### src/rtl/matrix_pkg.sv
// Shared parameters, clear-engine states and address mapping
// for the matrix bank slice.
package matrix_pkg;

   localparam int DEF_DATA_W    = 16;
   localparam int DEF_NUM_SLOTS = 4;
   localparam int DEF_MAX_DIM   = 5;

   typedef enum logic [1:0] {
      IDLE,
      SWEEP,
      DONE
   } clr_state_t;

   function automatic int lin_addr(
      input int slot,
      input int row,
      input int col,
      input int max_dim
   );
      return slot * max_dim * max_dim + row * max_dim + col;
   endfunction

endpackage

### src/rtl/matrix_sdp_ram.sv
// Simple dual-port RAM: one synchronous write port and one
// synchronous read port; a same-address read returns old data.
module matrix_sdp_ram #(
   parameter int W     = 16,
   parameter int DEPTH = 100,
   parameter int AW    = $clog2(DEPTH)
) (
   input  logic          clk,
   input  logic          we,
   input  logic [AW-1:0] waddr,
   input  logic [W-1:0]  wdata,
   input  logic          re,
   input  logic [AW-1:0] raddr,
   output logic [W-1:0]  rdata
);

   logic [W-1:0] mem [DEPTH];

   always_ff @(posedge clk) begin
      if (we) mem[waddr] <= wdata;
      if (re) rdata <= mem[raddr];
   end

endmodule

### src/rtl/matrix_bank.sv
// Matrix slot store: dim registers, bounds-checked arbitrated
// element writes, registered ALU reads and a slot-clear engine.
module matrix_bank
   import matrix_pkg::*;
#(
   parameter int DATA_W    = DEF_DATA_W,
   parameter int NUM_SLOTS = DEF_NUM_SLOTS,
   parameter int MAX_DIM   = DEF_MAX_DIM,
   parameter int SLOT_W    = $clog2(NUM_SLOTS),
   parameter int IDX_W     = $clog2(MAX_DIM + 1)
) (
   input  logic                 clk,
   input  logic                 rst_n,
   input  logic [SLOT_W-1:0]    user_slot_idx,
   input  logic [IDX_W-1:0]     user_row,
   input  logic [IDX_W-1:0]     user_col,
   input  logic [DATA_W-1:0]    user_data,
   input  logic                 user_we,
   input  logic [IDX_W-1:0]     user_dim_m,
   input  logic [IDX_W-1:0]     user_dim_n,
   input  logic                 user_dim_we,
   output logic                 user_stall,
   input  logic [SLOT_W-1:0]    alu_rd_slot,
   input  logic [IDX_W-1:0]     alu_rd_row,
   input  logic [IDX_W-1:0]     alu_rd_col,
   input  logic                 alu_rd_en,
   output logic [DATA_W-1:0]    alu_rd_data,
   output logic                 alu_rd_valid,
   output logic                 alu_rd_oob,
   output logic [IDX_W-1:0]     alu_current_m,
   output logic [IDX_W-1:0]     alu_current_n,
   input  logic [SLOT_W-1:0]    alu_wr_slot,
   input  logic [IDX_W-1:0]     alu_wr_row,
   input  logic [IDX_W-1:0]     alu_wr_col,
   input  logic [DATA_W-1:0]    alu_wr_data,
   input  logic                 alu_wr_we,
   input  logic [IDX_W-1:0]     alu_res_m,
   input  logic [IDX_W-1:0]     alu_res_n,
   input  logic                 alu_dim_we,
   output logic                 alu_wr_stall,
   input  logic [SLOT_W-1:0]    clr_slot,
   input  logic                 clr_req,
   output logic                 clr_busy,
   output logic                 clr_done,
   output logic [NUM_SLOTS-1:0] slot_valid,
   output logic                 wr_err
);

   localparam int MD2   = MAX_DIM * MAX_DIM;
   localparam int DEPTH = NUM_SLOTS * MD2;
   localparam int AW    = $clog2(DEPTH);
   localparam int KW    = $clog2(MD2);
   localparam logic [IDX_W-1:0] MAX_D  = IDX_W'(MAX_DIM);
   localparam logic [KW-1:0]    K_LAST = KW'(MD2 - 1);

   logic [IDX_W-1:0]     dim_m [NUM_SLOTS];
   logic [IDX_W-1:0]     dim_n [NUM_SLOTS];
   logic [NUM_SLOTS-1:0] valid_q;

   clr_state_t           state, state_nx;
   logic [SLOT_W-1:0]    clr_slot_q;
   logic [KW-1:0]        clr_k;

   logic                 busy, sweep, done;
   logic                 user_ok, alu_ok, rd_ok;
   logic                 user_take, alu_take;
   logic                 user_dim_ok, alu_dim_ok, same_slot;
   logic                 err_nx, err_q;
   logic                 rd_valid_q, rd_oob_q;

   logic                 ram_we, ram_re;
   logic [AW-1:0]        ram_waddr, ram_raddr;
   logic [DATA_W-1:0]    ram_wdata, ram_rdata;

   function automatic logic dims_ok(
      input logic [IDX_W-1:0] m,
      input logic [IDX_W-1:0] n
   );
      return (m != '0) && (m <= MAX_D) && (n != '0) && (n <= MAX_D);
   endfunction

   assign busy  = (state != IDLE);
   assign sweep = (state == SWEEP);
   assign done  = (state == DONE);

   assign clr_busy   = busy;
   assign clr_done   = done;
   assign slot_valid = valid_q;
   assign wr_err     = err_q;

   assign alu_current_m = dim_m[alu_rd_slot];
   assign alu_current_n = dim_n[alu_rd_slot];

   assign user_ok = valid_q[user_slot_idx]
                 && (user_row < dim_m[user_slot_idx])
                 && (user_col < dim_n[user_slot_idx]);
   assign alu_ok  = valid_q[alu_wr_slot]
                 && (alu_wr_row < dim_m[alu_wr_slot])
                 && (alu_wr_col < dim_n[alu_wr_slot]);
   assign rd_ok   = valid_q[alu_rd_slot]
                 && (alu_rd_row < dim_m[alu_rd_slot])
                 && (alu_rd_col < dim_n[alu_rd_slot]);

   assign user_stall   = user_we & (busy | alu_wr_we);
   assign alu_wr_stall = alu_wr_we & busy;
   assign alu_take     = alu_wr_we & ~busy;
   assign user_take    = user_we & ~busy & ~alu_wr_we;

   assign user_dim_ok = dims_ok(user_dim_m, user_dim_n);
   assign alu_dim_ok  = dims_ok(alu_res_m, alu_res_n);
   assign same_slot   = alu_dim_we && (alu_wr_slot == user_slot_idx);

   assign err_nx = (alu_take & ~alu_ok)
                 | (user_take & ~user_ok)
                 | (alu_dim_we & ~alu_dim_ok)
                 | (user_dim_we & ~same_slot & ~user_dim_ok);

   always_comb begin
      ram_we    = 1'b0;
      ram_waddr = '0;
      ram_wdata = '0;
      unique case (1'b1)
         sweep: begin
            ram_we    = 1'b1;
            ram_waddr = AW'(lin_addr(int'(clr_slot_q), 0,
                                     int'(clr_k), MAX_DIM));
         end
         alu_take: begin
            ram_we    = alu_ok;
            ram_waddr = AW'(lin_addr(int'(alu_wr_slot),
                                     int'(alu_wr_row),
                                     int'(alu_wr_col), MAX_DIM));
            ram_wdata = alu_wr_data;
         end
         user_take: begin
            ram_we    = user_ok;
            ram_waddr = AW'(lin_addr(int'(user_slot_idx),
                                     int'(user_row),
                                     int'(user_col), MAX_DIM));
            ram_wdata = user_data;
         end
         default: ;
      endcase
   end

   // Out-of-bounds reads never touch the array; the response is forced to 0.
   assign ram_re    = alu_rd_en & rd_ok;
   assign ram_raddr = AW'(lin_addr(int'(alu_rd_slot), int'(alu_rd_row),
                                   int'(alu_rd_col), MAX_DIM));

   matrix_sdp_ram #(
      .W     (DATA_W),
      .DEPTH (DEPTH),
      .AW    (AW)
   ) u_ram (
      .clk   (clk),
      .we    (ram_we),
      .waddr (ram_waddr),
      .wdata (ram_wdata),
      .re    (ram_re),
      .raddr (ram_raddr),
      .rdata (ram_rdata)
   );

   assign alu_rd_data = (rd_valid_q && !rd_oob_q) ? ram_rdata : '0;

   always_ff @(posedge clk or negedge rst_n) begin
      if (!rst_n) begin
         rd_valid_q <= 1'b0;
         rd_oob_q   <= 1'b0;
         err_q      <= 1'b0;
      end else begin
         rd_valid_q <= alu_rd_en;
         rd_oob_q   <= alu_rd_en & ~rd_ok;
         err_q      <= err_nx;
      end
   end

   assign alu_rd_valid = rd_valid_q;
   assign alu_rd_oob   = rd_oob_q;

   // Clear completion outranks ALU, and ALU outranks user, per slot.
   always_ff @(posedge clk or negedge rst_n) begin
      if (!rst_n) begin
         valid_q <= '0;
         for (int s = 0; s < NUM_SLOTS; s++) begin
            dim_m[s] <= '0;
            dim_n[s] <= '0;
         end
      end else begin
         for (int s = 0; s < NUM_SLOTS; s++) begin
            if (done && clr_slot_q == SLOT_W'(s)) begin
               dim_m[s]   <= '0;
               dim_n[s]   <= '0;
               valid_q[s] <= 1'b0;
            end else if (alu_dim_we && alu_dim_ok
                         && alu_wr_slot == SLOT_W'(s)) begin
               dim_m[s]   <= alu_res_m;
               dim_n[s]   <= alu_res_n;
               valid_q[s] <= 1'b1;
            end else if (user_dim_we && user_dim_ok && !same_slot
                         && user_slot_idx == SLOT_W'(s)) begin
               dim_m[s]   <= user_dim_m;
               dim_n[s]   <= user_dim_n;
               valid_q[s] <= 1'b1;
            end
         end
      end
   end

   always_ff @(posedge clk or negedge rst_n) begin
      if (!rst_n) state <= IDLE;
      else        state <= state_nx;
   end

   always_comb begin
      state_nx = state;
      unique case (state)
         IDLE:    if (clr_req) state_nx = SWEEP;
         SWEEP:   if (clr_k == K_LAST) state_nx = DONE;
         DONE:    state_nx = IDLE;
         default: state_nx = IDLE;
      endcase
   end

   always_ff @(posedge clk or negedge rst_n) begin
      if (!rst_n) begin
         clr_slot_q <= '0;
         clr_k      <= '0;
      end else if (state == IDLE && clr_req) begin
         clr_slot_q <= clr_slot;
         clr_k      <= '0;
      end else if (sweep) begin
         clr_k <= clr_k + 1'b1;
      end
   end

endmodule
### config.mk
export PLATFORM = sky130hd
export DESIGN_NAME = matrix_bank
export DESIGN_NICKNAME = d
export VERILOG_FILES = /design/src/rtl/matrix_pkg.sv /design/src/rtl/matrix_sdp_ram.sv /design/src/rtl/matrix_bank.sv
export SDC_FILE = /design/constraint.sdc
export NUM_CORES = 1
export LEC_CHECK = 0
export CORE_UTILIZATION = 45
export DETAILED_ROUTE_END_ITERATION = 7
export SETUP_SLACK_MARGIN = 0.05
export SLEW_MARGIN = 20
export SYNTH_ARGS = -nofsm -noshare
export SYNTH_HDL_FRONTEND = slang
export SYNTH_SLANG_ARGS = --single-unit
### constraint.sdc
create_clock -name clk -period 8.4 [get_ports clk]
set_input_delay 1.26 -clock clk [delete_from_list [all_inputs] [get_ports clk]]
set_output_delay 1.26 -clock clk [all_outputs]
set_load 0.05 [all_outputs]
==> reports/metrics.cfg, run 1 <==
[cts]
cts_max_path_buffers = 3
postCtsSetupRepairBufs = 0
cts_tree = yes
insertion_delay_ns = 0.80
numCtsBuffers = 164
holdBufCountCts = 0
clkTransAtPathRegs_ns = 0.06
htree_levels = 4
clockRootBuffer = clkbuf_16
post_cts_resized = 0
cts.sinks = 1656

[logic_synthesis]
yosysSeqAreaShare_pct = 74.05
synth_area_sq_um = 66890
syn_area_per_cell_sq_um = 21.77
synth_flop_cell = edfxtp_1
synth.distinct_cells = 66
synthCells = 3072
postSynth.asyncResetShare_pct = 2.415
synth-edff-count = 1616
ys_seq_elements = 1656
synthesis.nets = 3240
yosysWarnings = 0

[worst_setup_path]
worstPathMaxFanout = 50
cp.required_ns = 8.88
end_kind = flop
ff2ff_path_depth = 10
worstSetupPathType = in -> reg
r2r-end = u_ram.mem[22][4]
worstReg2RegStart = clr_slot_q[0]
r2r_slack_ns = 3.71
cp-start-kind = input pin
worstPathArrival_ns = 6.93

[run]
max_cap_viol_count = 0

[status]
status = completed

[global_route]
grt_first_pass_wirelength_mm = 246.1
grt_use_met3_pct = 3.808
track_usage_pct = 22.88
overflow = 0
globalRouteMet2Util_pct = 37.07
first_global_vias = 34210
groute.layer.met1.usage_pct = 32.14
grt_max_degree = 101
busiest_layer = met2
grt_antenna_before_repair = 6

[power]
p_seq_share_pct = 41.4
power_switching_mw = 8.581
leakagePower_nw = 25.20
powerDensity_nw_per_um2 = 334.2
intPower_mw = 17.25
pwr-share-comb_pct = 30.6
swShare_pct = 33.23
p_clk_share_pct = 28.0
ir_worst_vdd_mv = 0.5139

[floorplanning]
core_sq_um = 147700
fp.dieH_um = 387.5
rows = 141
initial_core_util_pct = 45.30
die_w_um = 387.5
fp.dieArea_sq_um = 150200
io_pins = 111

[sta]
hold_viol_final = 0
rsz0062_at_grt = false
slew-limit-headroom_pct = 24.48
maxSlewViolCount = 0
max_freq_ghz = 0.1551
setup_viol = 0
skew_ns = 0.03986
worst_slew_pin_slew_ns = 1.133
finalCritPeriodShare_pct = 76.74
fin_crit_ns = 6.446
tns_ns = 0
hold-worst-slack_ns = 0.5474

[detailed_routing]
remaining_drc_errors = 0
wirelength_mm = 170.5
avgViaCountPerCell = 6.078
antenna_left = 0
drt_iter0_drc = 3759
routedWlPerCell_um = 31.54
first_pass_iters = 5
vias = 32860

[final_layout]
drive_above_1_share_pct = 29.15
stdcell_count = 5406
nets = 3513
final_cell_mix = 1616 x edfxtp_1, 479 x mux4_2, 169 x clkbuf_16
final_common_cell = edfxtp_1
fillers = 11160
syn2layout_area_growth_pct = 15.53

[placement]
detailed_place_hpwl_mm = 104.7
gp_congestion = 0.8507
portBuffers = 110
dp_cells = 5107

[worst_hold_path]
min_to = dim_n[2]
min-delay-start = dim_n[2]
hold_class = reg -> reg
hold_depth = 2

sequential cells by signal (all words and copies together) (netlist names):
name and flops:
alu_rd_valid 1, clr_k 5, u_ram.mem 1600, dim_n 12, dim_m 12, slot_valid 4, alu_rd_oob 1, clr_slot_q 2
state 2, wr_err 1, u_ram.rdata 16
power groups by stage:
stage | Sequential, mW | Clock, mW | Combinational, mW
after floorplan | 10.8 | 0 | 4.48
after global placement | 10.8 | 0 | 7.75
after detailed placement | 10.9 | 0 | 7.94
after CTS | 10.7 | 7.36 | 7.96
after global routing | 10.7 | 7.65 | 8.29
final | 10.7 | 7.24 | 7.90
cells in the mapped netlist (3+ instances only):
cell type	n	area share [%]
a21oi_1	19	0.14
a21o_1	6	0.067
nand3_1	13	0.097
buf_1	35	0.20
a22o_1	18	0.24
xnor2_1	8	0.10
edfxtp_1	1616	73
nor2_1	49	0.27
nor2b_1	8	0.075
ha_1	76	1.4
nand2_1	63	0.35
nand4_1	17	0.16
mux2_2	9	0.15
mux2i_1	126	1.9
xor2_1	5	0.065
inv_1	49	0.27
a211oi_1	5	0.056
a31oi_1	3	0.028
fa_1	14	0.42
clkbuf_1	87	0.49
or4_1	8	0.090
nor4b_1	5	0.065
nor4_1	64	0.60
mux4_2	479	16
a21boi_0	6	0.067
and2_1	23	0.22
nand3b_1	6	0.067
or3_1	5	0.047
o31ai_1	6	0.067
a22oi_1	49	0.55
buf_6	3	0.051
o21ai_0	28	0.21
nand2b_1	7	0.065
nor3b_1	3	0.034
nor3_1	22	0.16
dfrtp_1	40	1.5
mux4_1	3	0.12
buf_2	51	0.38
through the flow:
stage / utilization (%) / power, mW / setup WS [ns] / cell area (sq um)
CTS: 52.29 / 26.01 / 2.044 / 77210
global route: 52.33 / 26.68 / 1.684 / 77270
global placement: 48.61 / 18.55 / 0.5003 / 71780
floorplan: - / 15.30 / 2.202 / 66890
finish: 52.33 / 25.83 / 1.954 / 77270
detailed placement: 48.72 / 18.80 / 1.196 / 71940
worst max-delay path by stage:
| stage | end | cells after the start | slack [ns] | startpoint |
|---|---|---|---|---|
| 2_1_floorplan | u_ram.mem[50][0] | 14 | 2.20 | user_row[0] |
| 3_3_place_gp | u_ram.rdata[13] | 13 | 0.50 | alu_rd_slot[0] |
| 3_5_place_dp | u_ram.rdata[6] | 12 | 1.20 | alu_rd_slot[0] |
| 4_1_cts | u_ram.rdata[6] | 12 | 2.04 | alu_rd_slot[0] |
| 5_1_grt | u_ram.rdata[8] | 12 | 1.68 | alu_rd_slot[0] |
| 6_report | u_ram.rdata[6] | 12 | 1.95 | alu_rd_slot[0] |
kinds of logic after synthesis:
logic type	Yosys count	synth area share, %
mux	617	18.28
buf+inv	228	1.420
compound gates	165	1.811
fa+ha+maj	90	1.841
flops	1656	74.05
xor+xnor	13	0.1702
simple gates	303	2.428
routing by layer:
metal  vias up  wire (um)
met5         -         13
met4         2       4133
met3       240      10570
met2      1149      84270
met1     17900      71540
li1      13560          -
area by class of cell:
class                      count  area, sq um  share of cell area [%]
clock buffer                 209         4399                   5.693
inverter                      50        187.7                  0.2429
clock inverter                87        874.6                   1.132
multi-input combinational   1188        17160                   22.21
timing repair buffer         285         2705                   3.501
tap                         1930         2415                   3.125
antenna                        1        2.502                0.003238
sequential                  1656        49530                   64.10
worst max-delay path, cell delays in order:
cell and delay (ns):
clkdlybuf4s50_1 0.81, ha_1 0.44, ha_1 0.30, ha_1 0.32, ha_4 0.14, inv_1 0.05, fa_4 1.25, buf_12 0.35
mux4_2 0.39, mux4_2 0.49, a22oi_1 0.78, nand4_1 0.22
No activity file was read; power rests on OpenSTA's default activity.
==> run 2: changes to the inputs <==
==> constraint.sdc (replaced) <==
create_clock -name clk -period 5.3 [get_ports clk]
set_input_delay 0.795 -clock clk [delete_from_list [all_inputs] [get_ports clk]]
set_output_delay 0.795 -clock clk [all_outputs]
set_load 0.05 [all_outputs]
==> run 2 against run 1 <==
  * Flip-flop and latch count is the same
  * Count of clock-buffer cells in the layout grew 8
  * Die area is the same
  * Sequential power grew 58%
  * Clock power grew 62%
  * Clock skew grew 0.014 ns
  * Wire length is essentially flat
  * Critical path depth is the same
  * Core utilization grew 2.1 points
  * Worst setup slack lost 1.4 ns
  * Non-clock buffer count grew 151
  * Cell count grew 3.0%
==> reports/metrics.cfg, run 2 (synthesized netlist as in run 1, its figures left out) <==
[final_layout]
syn2layout_area_growth_pct = 20.19
fillers = 10900  ; -2.3%
largest_register_ffs = 1600  ; unchanged
largest-register = u_ram.mem
final_common_cell = edfxtp_1
antenna_cells = 0  ; -1
nets = 3670  ; +4.5%
top_regs = u_ram.mem (1600), u_ram.rdata (16)
stdcell_count = 5568  ; +3.0%
final_cell_mix = 1616 x edfxtp_1, 479 x mux4_2, 184 x buf_4
drive_above_1_share_pct = 31.91  ; +2.8 points

[power]
powerDensity_nw_per_um2 = 540.7  ; +62%
power_mw = 43.46  ; +68%
ir_worst_vdd_mv = 0.4329  ; -16%
leakagePower_nw = 26.47  ; +5.0%

[sta]
slew-limit-headroom_pct = 33.04  ; +8.6 points
finalCritPeriodShare_pct = 88.65
fin_crit_ns = 4.698
maxSlewViolCount = 0  ; unchanged
rsz0062_at_grt = false
worst_slew_pin_slew_ns = 1.004  ; -0.1283 ns
max_freq_ghz = 0.2128
hold_viol_final = 0  ; unchanged
skew_ns = 0.05377  ; +0.01391 ns
setup_viol = 0  ; unchanged

[cts]
numCtsBuffers = 170  ; +3.7%
cts_tree = yes
htree_levels = 4  ; unchanged
cts_max_path_buffers = 3  ; unchanged
holdBufCountCts = 0  ; unchanged
post_cts_resized = 0  ; unchanged
clockRootBuffer = clkbuf_16
postCtsSetupRepairBufs = 0  ; unchanged
insertion_delay_ns = 0.81  ; about the same
clkTransAtPathRegs_ns = 0.06  ; about the same
cts.sinks = 1656  ; unchanged

[detailed_routing]
avgViaCountPerCell = 6.023  ; -0.90%
vias = 33540  ; +2.1%
routedWlPerCell_um = 30.60  ; -3.0%
remaining_drc_errors = 0  ; unchanged
antenna_left = 0  ; unchanged
first_pass_iters = 5  ; unchanged
drt_iter0_drc = 3593  ; -4.4%
wirelength_mm = 170.4  ; about the same

[floorplanning]
rows = 141  ; unchanged
core_sq_um = 147700  ; unchanged
die_w_um = 387.5  ; unchanged
initial_core_util_pct = 45.30  ; unchanged
fp.dieArea_sq_um = 150200  ; unchanged
fp.dieH_um = 387.5  ; unchanged
io_pins = 111  ; unchanged

[worst_setup_path]
worstSetupPathType = in -> reg
cp.required_ns = 5.84  ; -3.04 ns
cp-start-kind = input pin
worstPathArrival_ns = 5.23  ; -1.70 ns
end_kind = flop
worstPathMaxFanout = 39  ; -22%

[global_route]
grt_antenna_before_repair = 5  ; -1
overflow = 0  ; unchanged
groute.layer.met1.usage_pct = 32.51  ; +0.37 points
track_usage_pct = 22.96  ; +0.081 points
first_global_vias = 34660  ; +1.3%
grt_max_degree = 101  ; unchanged
busiest_layer = met2
grt_use_met3_pct = 4.248  ; +0.44 points
grt_first_pass_wirelength_mm = 247.7  ; +0.62%
globalRouteMet2Util_pct = 37.00  ; -0.068 points

[placement]
gp_congestion = 0.8844  ; +4.0%
dp_cells = 5258  ; +3.0%
detailed_place_hpwl_mm = 108.3  ; +3.5%
portBuffers = 110  ; unchanged

[worst_hold_path]
hold_class = in -> async

[status]
status = completed

[run]
max_cap_viol_count = 0  ; unchanged

==> run 2: cell types whose count changed in the layout (fill, tap and decap cells not counted), moves of 5 or more <==
cell | before | now
buf_12 | 19 | 140
buf_4 | 149 | 184
clkbuf_16 | 169 | 174
clkinv_1 | 27 | 34
clkinv_16 | 1 | 6
clkinvlp_4 | 8 | 3
nor4_2 | 64 | 28
nor4_4 | 0 | 36
==> run 2: routing by layer <==
metal  part of all wire (%)  up-vias  routed length (um)
li1                       -    13910                   -
met2                     49     1241               83860
met1                     42    18170               71250
met5                  0.016        -                  27
met4                    2.1        4                3493
met3                    6.9      215               11740
==> run 2: final cells by class <==
cell class / instances / area [sq um] / area share (%)
repair buffers: 436 / 5303 / 6.596
inverters: 50 / 187.7 / 0.2335
clock buffers: 217 / 4526 / 5.630
well taps: 1930 / 2415 / 3.004
flip-flops and latches: 1656 / 49530 / 61.61
multi-input cells: 1188 / 17490 / 21.75
clock inverters: 91 / 942.2 / 1.172
==> run 2: worst paths after layout <==
check / startpoint / end / slack [ns] / cells past startpoint
worst max-delay path: alu_rd_row[0] / u_ram.rdata[3] / 0.60 / 12
worst min-delay path: rst_n / alu_rd_oob / 0.18 / 1
worst max register to register: dim_m[11] / u_ram.mem[91][4] / 1.30 / 12
worst min register to register: dim_n[1] / dim_n[1] / 0.54 / 2
max in group asynchronous: rst_n / clr_slot_q[0] / 4.48 / 1
min in group clk: alu_rd_en / alu_rd_valid / 0.50 / 1
==> run 2: worst max-delay path: stages <==
cell and delay (ns):
clkdlybuf4s50_1 0.47, ha_1 0.32, ha_1 0.29, inv_1 0.05
fa_1 0.48, fa_4 0.88, buf_12 0.27, mux4_2 0.38
mux4_2 0.48, a22oi_1 0.47, buf_4 0.23, nand4_1 0.08
==> run 2: where the power goes <==
group	internal [mW]	switching, mW
Combinational	5.60	9.25
Clock	6.66	5.01
Sequential	16.5	0.391
==> run 2: metrics by stage <==
stage / hold WS (ns) / worst slack [ns] / TNS, ns / utilization [%] / area (sq um)
after floorplan: 0.4745 / -0.4329 / -164.26 / - / 67160
after global placement: 0.5072 / -0.3696 / -111.45 / 50.72 / 74890
after detailed placement: 0.5222 / -0.1622 / -49.78 / 50.72 / 74900
after CTS: 0.1325 / 0.7069 / 0 / 54.43 / 80370
after global routing: 0.2074 / 0.3723 / 0 / 54.44 / 80390
final: 0.1776 / 0.6016 / 0 / 54.44 / 80390
==> run 3: changes to the inputs <==
--- a/config.mk
+++ b/config.mk
@@ -5,6 +5,7 @@
 export SDC_FILE = /design/constraint.sdc
 export NUM_CORES = 1
 export LEC_CHECK = 0
+export CAP_MARGIN = 30
 export CORE_UTILIZATION = 45
 export DETAILED_ROUTE_END_ITERATION = 7
 export SETUP_SLACK_MARGIN = 0.05
==> run 3 against run 2 <==
  * Combinational power about the same
  * First-iteration DRC count down 0.50%
  * Global-route usage down 0.087 points
  * Wire length down 0.19%
  * Register-to-register slack better by 0.03 ns
  * Core utilization about the same
  * Sequential share of layout area about the same
  * Clock power about the same
  * Count of clock-buffer cells in the layout down 10
  * Maximum frequency up 1.1%
==> reports/metrics.cfg, run 3 (synthesized netlist as in run 1, its figures left out) <==
[status]
status = completed

[global_route]
grt_max_degree = 101  ; unchanged
first_global_vias = 34500  ; -0.47%
overflow = 0  ; unchanged
track_usage_pct = 22.87  ; -0.087 points
grt_first_pass_wirelength_mm = 245.7  ; -0.79%
grt_antenna_before_repair = 6  ; +1

[cts]
cts_max_path_buffers = 3  ; unchanged
postCtsSetupRepairBufs = 0  ; unchanged
cts.sinks = 1656  ; unchanged
clockRootBuffer = clkbuf_16
insertion_delay_ns = 0.81  ; about the same
htree_levels = 4  ; unchanged
cts_tree = yes
clkTransAtPathRegs_ns = 0.06  ; about the same
post_cts_resized = 0  ; unchanged
numCtsBuffers = 168  ; -1.2%

[worst_setup_path]
cp.required_ns = 5.80  ; -0.04 ns
end_kind = flop
worstPathArrival_ns = 5.14  ; -0.09 ns
worstPathMaxFanout = 12  ; -69%
ff2ff_path_depth = 12  ; unchanged
cp-start-kind = input pin
worstSetupPathType = in -> reg

[detailed_routing]
wirelength_mm = 170.0  ; -0.19%
vias = 33420  ; -0.35%
avgViaCountPerCell = 5.994  ; -0.48%
drt_iter0_drc = 3575  ; -0.50%
first_pass_iters = 5  ; unchanged
antenna_left = 0  ; unchanged
remaining_drc_errors = 0  ; unchanged
routedWlPerCell_um = 30.50  ; -0.31%

[floorplanning]
core_sq_um = 147700  ; unchanged
fp.dieH_um = 387.5  ; unchanged
initial_core_util_pct = 45.30  ; unchanged
fp.dieArea_sq_um = 150200  ; unchanged
rows = 141  ; unchanged
die_w_um = 387.5  ; unchanged
io_pins = 111  ; unchanged

[power]
power_switching_mw = 14.67  ; about the same
powerDensity_nw_per_um2 = 539.6  ; -0.19%
swShare_pct = 33.82  ; +0.10 points
ir_worst_vdd_mv = 0.4236  ; -2.2%
pwr-share-comb_pct = 34.3  ; about the same
p_seq_share_pct = 39.0  ; about the same
leakagePower_nw = 26.46  ; about the same
intPower_mw = 28.69  ; -0.39%
p_clk_share_pct = 26.6  ; -0.3 points

[sta]
worst_slew_pin_slew_ns = 0.9910  ; -0.01348 ns
fin_ws_ns = 0.6547  ; +0.05312 ns
tns_ns = 0  ; unchanged
hold_viol_final = 0  ; unchanged
maxSlewViolCount = 0  ; unchanged
fin_crit_ns = 4.645  ; -0.05312 ns
finalCritPeriodShare_pct = 87.65  ; -1.0 points
skew_ns = 0.04903  ; -0.004744 ns
slew-limit-headroom_pct = 33.94  ; +0.90 points
rsz0062_at_grt = false
max_freq_ghz = 0.2153  ; +1.1%
setup_viol = 0  ; unchanged

[final_layout]
nets = 3670  ; unchanged
syn2layout_area_growth_pct = 20.13  ; about the same
final_common_cell = edfxtp_1
final_cell_mix = 1616 x edfxtp_1, 479 x mux4_2, 184 x buf_4
largest_register_ffs = 1600  ; unchanged
drive_above_1_share_pct = 31.79  ; -0.13 points
largest-register = u_ram.mem
top_regs = u_ram.mem (1600), u_ram.rdata (16)

[placement]
pre_cts_slack_ns = -0.1985  ; -0.03627 ns
gp_congestion = 0.8844  ; unchanged
detailed_place_hpwl_mm = 108.4  ; +0.10%
portBuffers = 110  ; unchanged

[run]
max_cap_viol_count = 0  ; unchanged

[worst_hold_path]
hold_class = in -> async

-- run 3: changes by cell type in the layout (fill, tap and decap cells not counted), moves of 2 or more --
cell / delta
clkbuf_1: -6
clkbuf_16: -3
clkinv_1: +13
clkinv_4: -2
diode_2: +2
inv_6: +2
-- run 3: final timing paths --
| kind | startpoint | endpoint | slack [ns] |
|---|---|---|---|
| setup / recovery | user_slot_idx[0] | u_ram.mem[58][11] | 0.65 |
| hold / removal | rst_n | wr_err | 0.47 |
| setup reg to reg | dim_m[11] | u_ram.mem[91][4] | 1.33 |
| hold reg to reg | dim_n[1] | dim_n[1] | 0.53 |
| max in group asynchronous | rst_n | clr_k[1] | 4.33 |
| min in group clk | alu_rd_en | alu_rd_valid | 0.50 |
-- run 3: through the flow --
| stage | instance area, sq um | util, % | total power [mW] | std cells | hold slack, ns |
|---|---|---|---|---|---|
| finish | 80350 | 54.41 | 43.36 | 5575 | 0.4727 |
| floorplan | 67160 | - | 24.56 | 3072 | 0.4745 |
| detailed placement | 74920 | 50.74 | 32.15 | 5260 | 0.5222 |
| global placement | 74890 | 50.72 | 31.76 | 5258 | 0.5072 |
| CTS | 80310 | 54.39 | 43.68 | 5571 | 0.1595 |
| global route | 80340 | 54.41 | 44.91 | 5573 | 0.4595 |
-- run 3: critical path, stage by stage --
cell and delay (ns):
clkdlybuf4s50_1 0.52, ha_1 0.26, ha_1 0.29, ha_1 0.28, ha_1 0.18, inv_1 0.07, fa_1 0.44, nor2b_1 0.12
o21ai_1 0.08, nor3b_1 0.16, nor3_1 0.41, a211o_1 0.55, nand2_1 0.09, buf_4 0.24, nor4_2 0.33, buf_4 0.29
-- run 3: cell type report --
| cell class | instances | area [sq um] |
|---|---|---|
| fillers | 10930 | 67310 |
| multi-input cells | 1188 | 17490 |
| repair buffers | 438 | 5333 |
| inverters | 50 | 187.7 |
| clock inverters | 104 | 978.4 |
| clock buffers | 207 | 4414 |
| diodes | 2 | 5.005 |
| flip-flops and latches | 1656 | 49530 |
| well taps | 1930 | 2415 |
-- run 3: repair_timing --
action,in CTS,in global routing
hold buffers,0,1
endpoints found under the hold margin,0,10
endpoints found under the setup margin,0,0
-- run 3: layer usage --
metal  global-route usage (%)  vias up  routed length, um
met5                        0        -                 23
met4                    6.392        4               4172
met3                    5.026      248              12770
met2                    36.42     1230              82860
met1                    31.94    18010              70230
li1                         -    13920                  -
-- run 3: power by group through the flow --
stage / Clock [mW] / Combinational, mW / Sequential [mW]
after floorplan: 0 / 7.42 / 17.1
after global placement: 0 / 14.7 / 17.1
after detailed placement: 0 / 14.9 / 17.2
after CTS: 11.8 / 15.0 / 16.9
after global routing: 12.3 / 15.6 / 17.0
final: 11.6 / 14.9 / 16.9
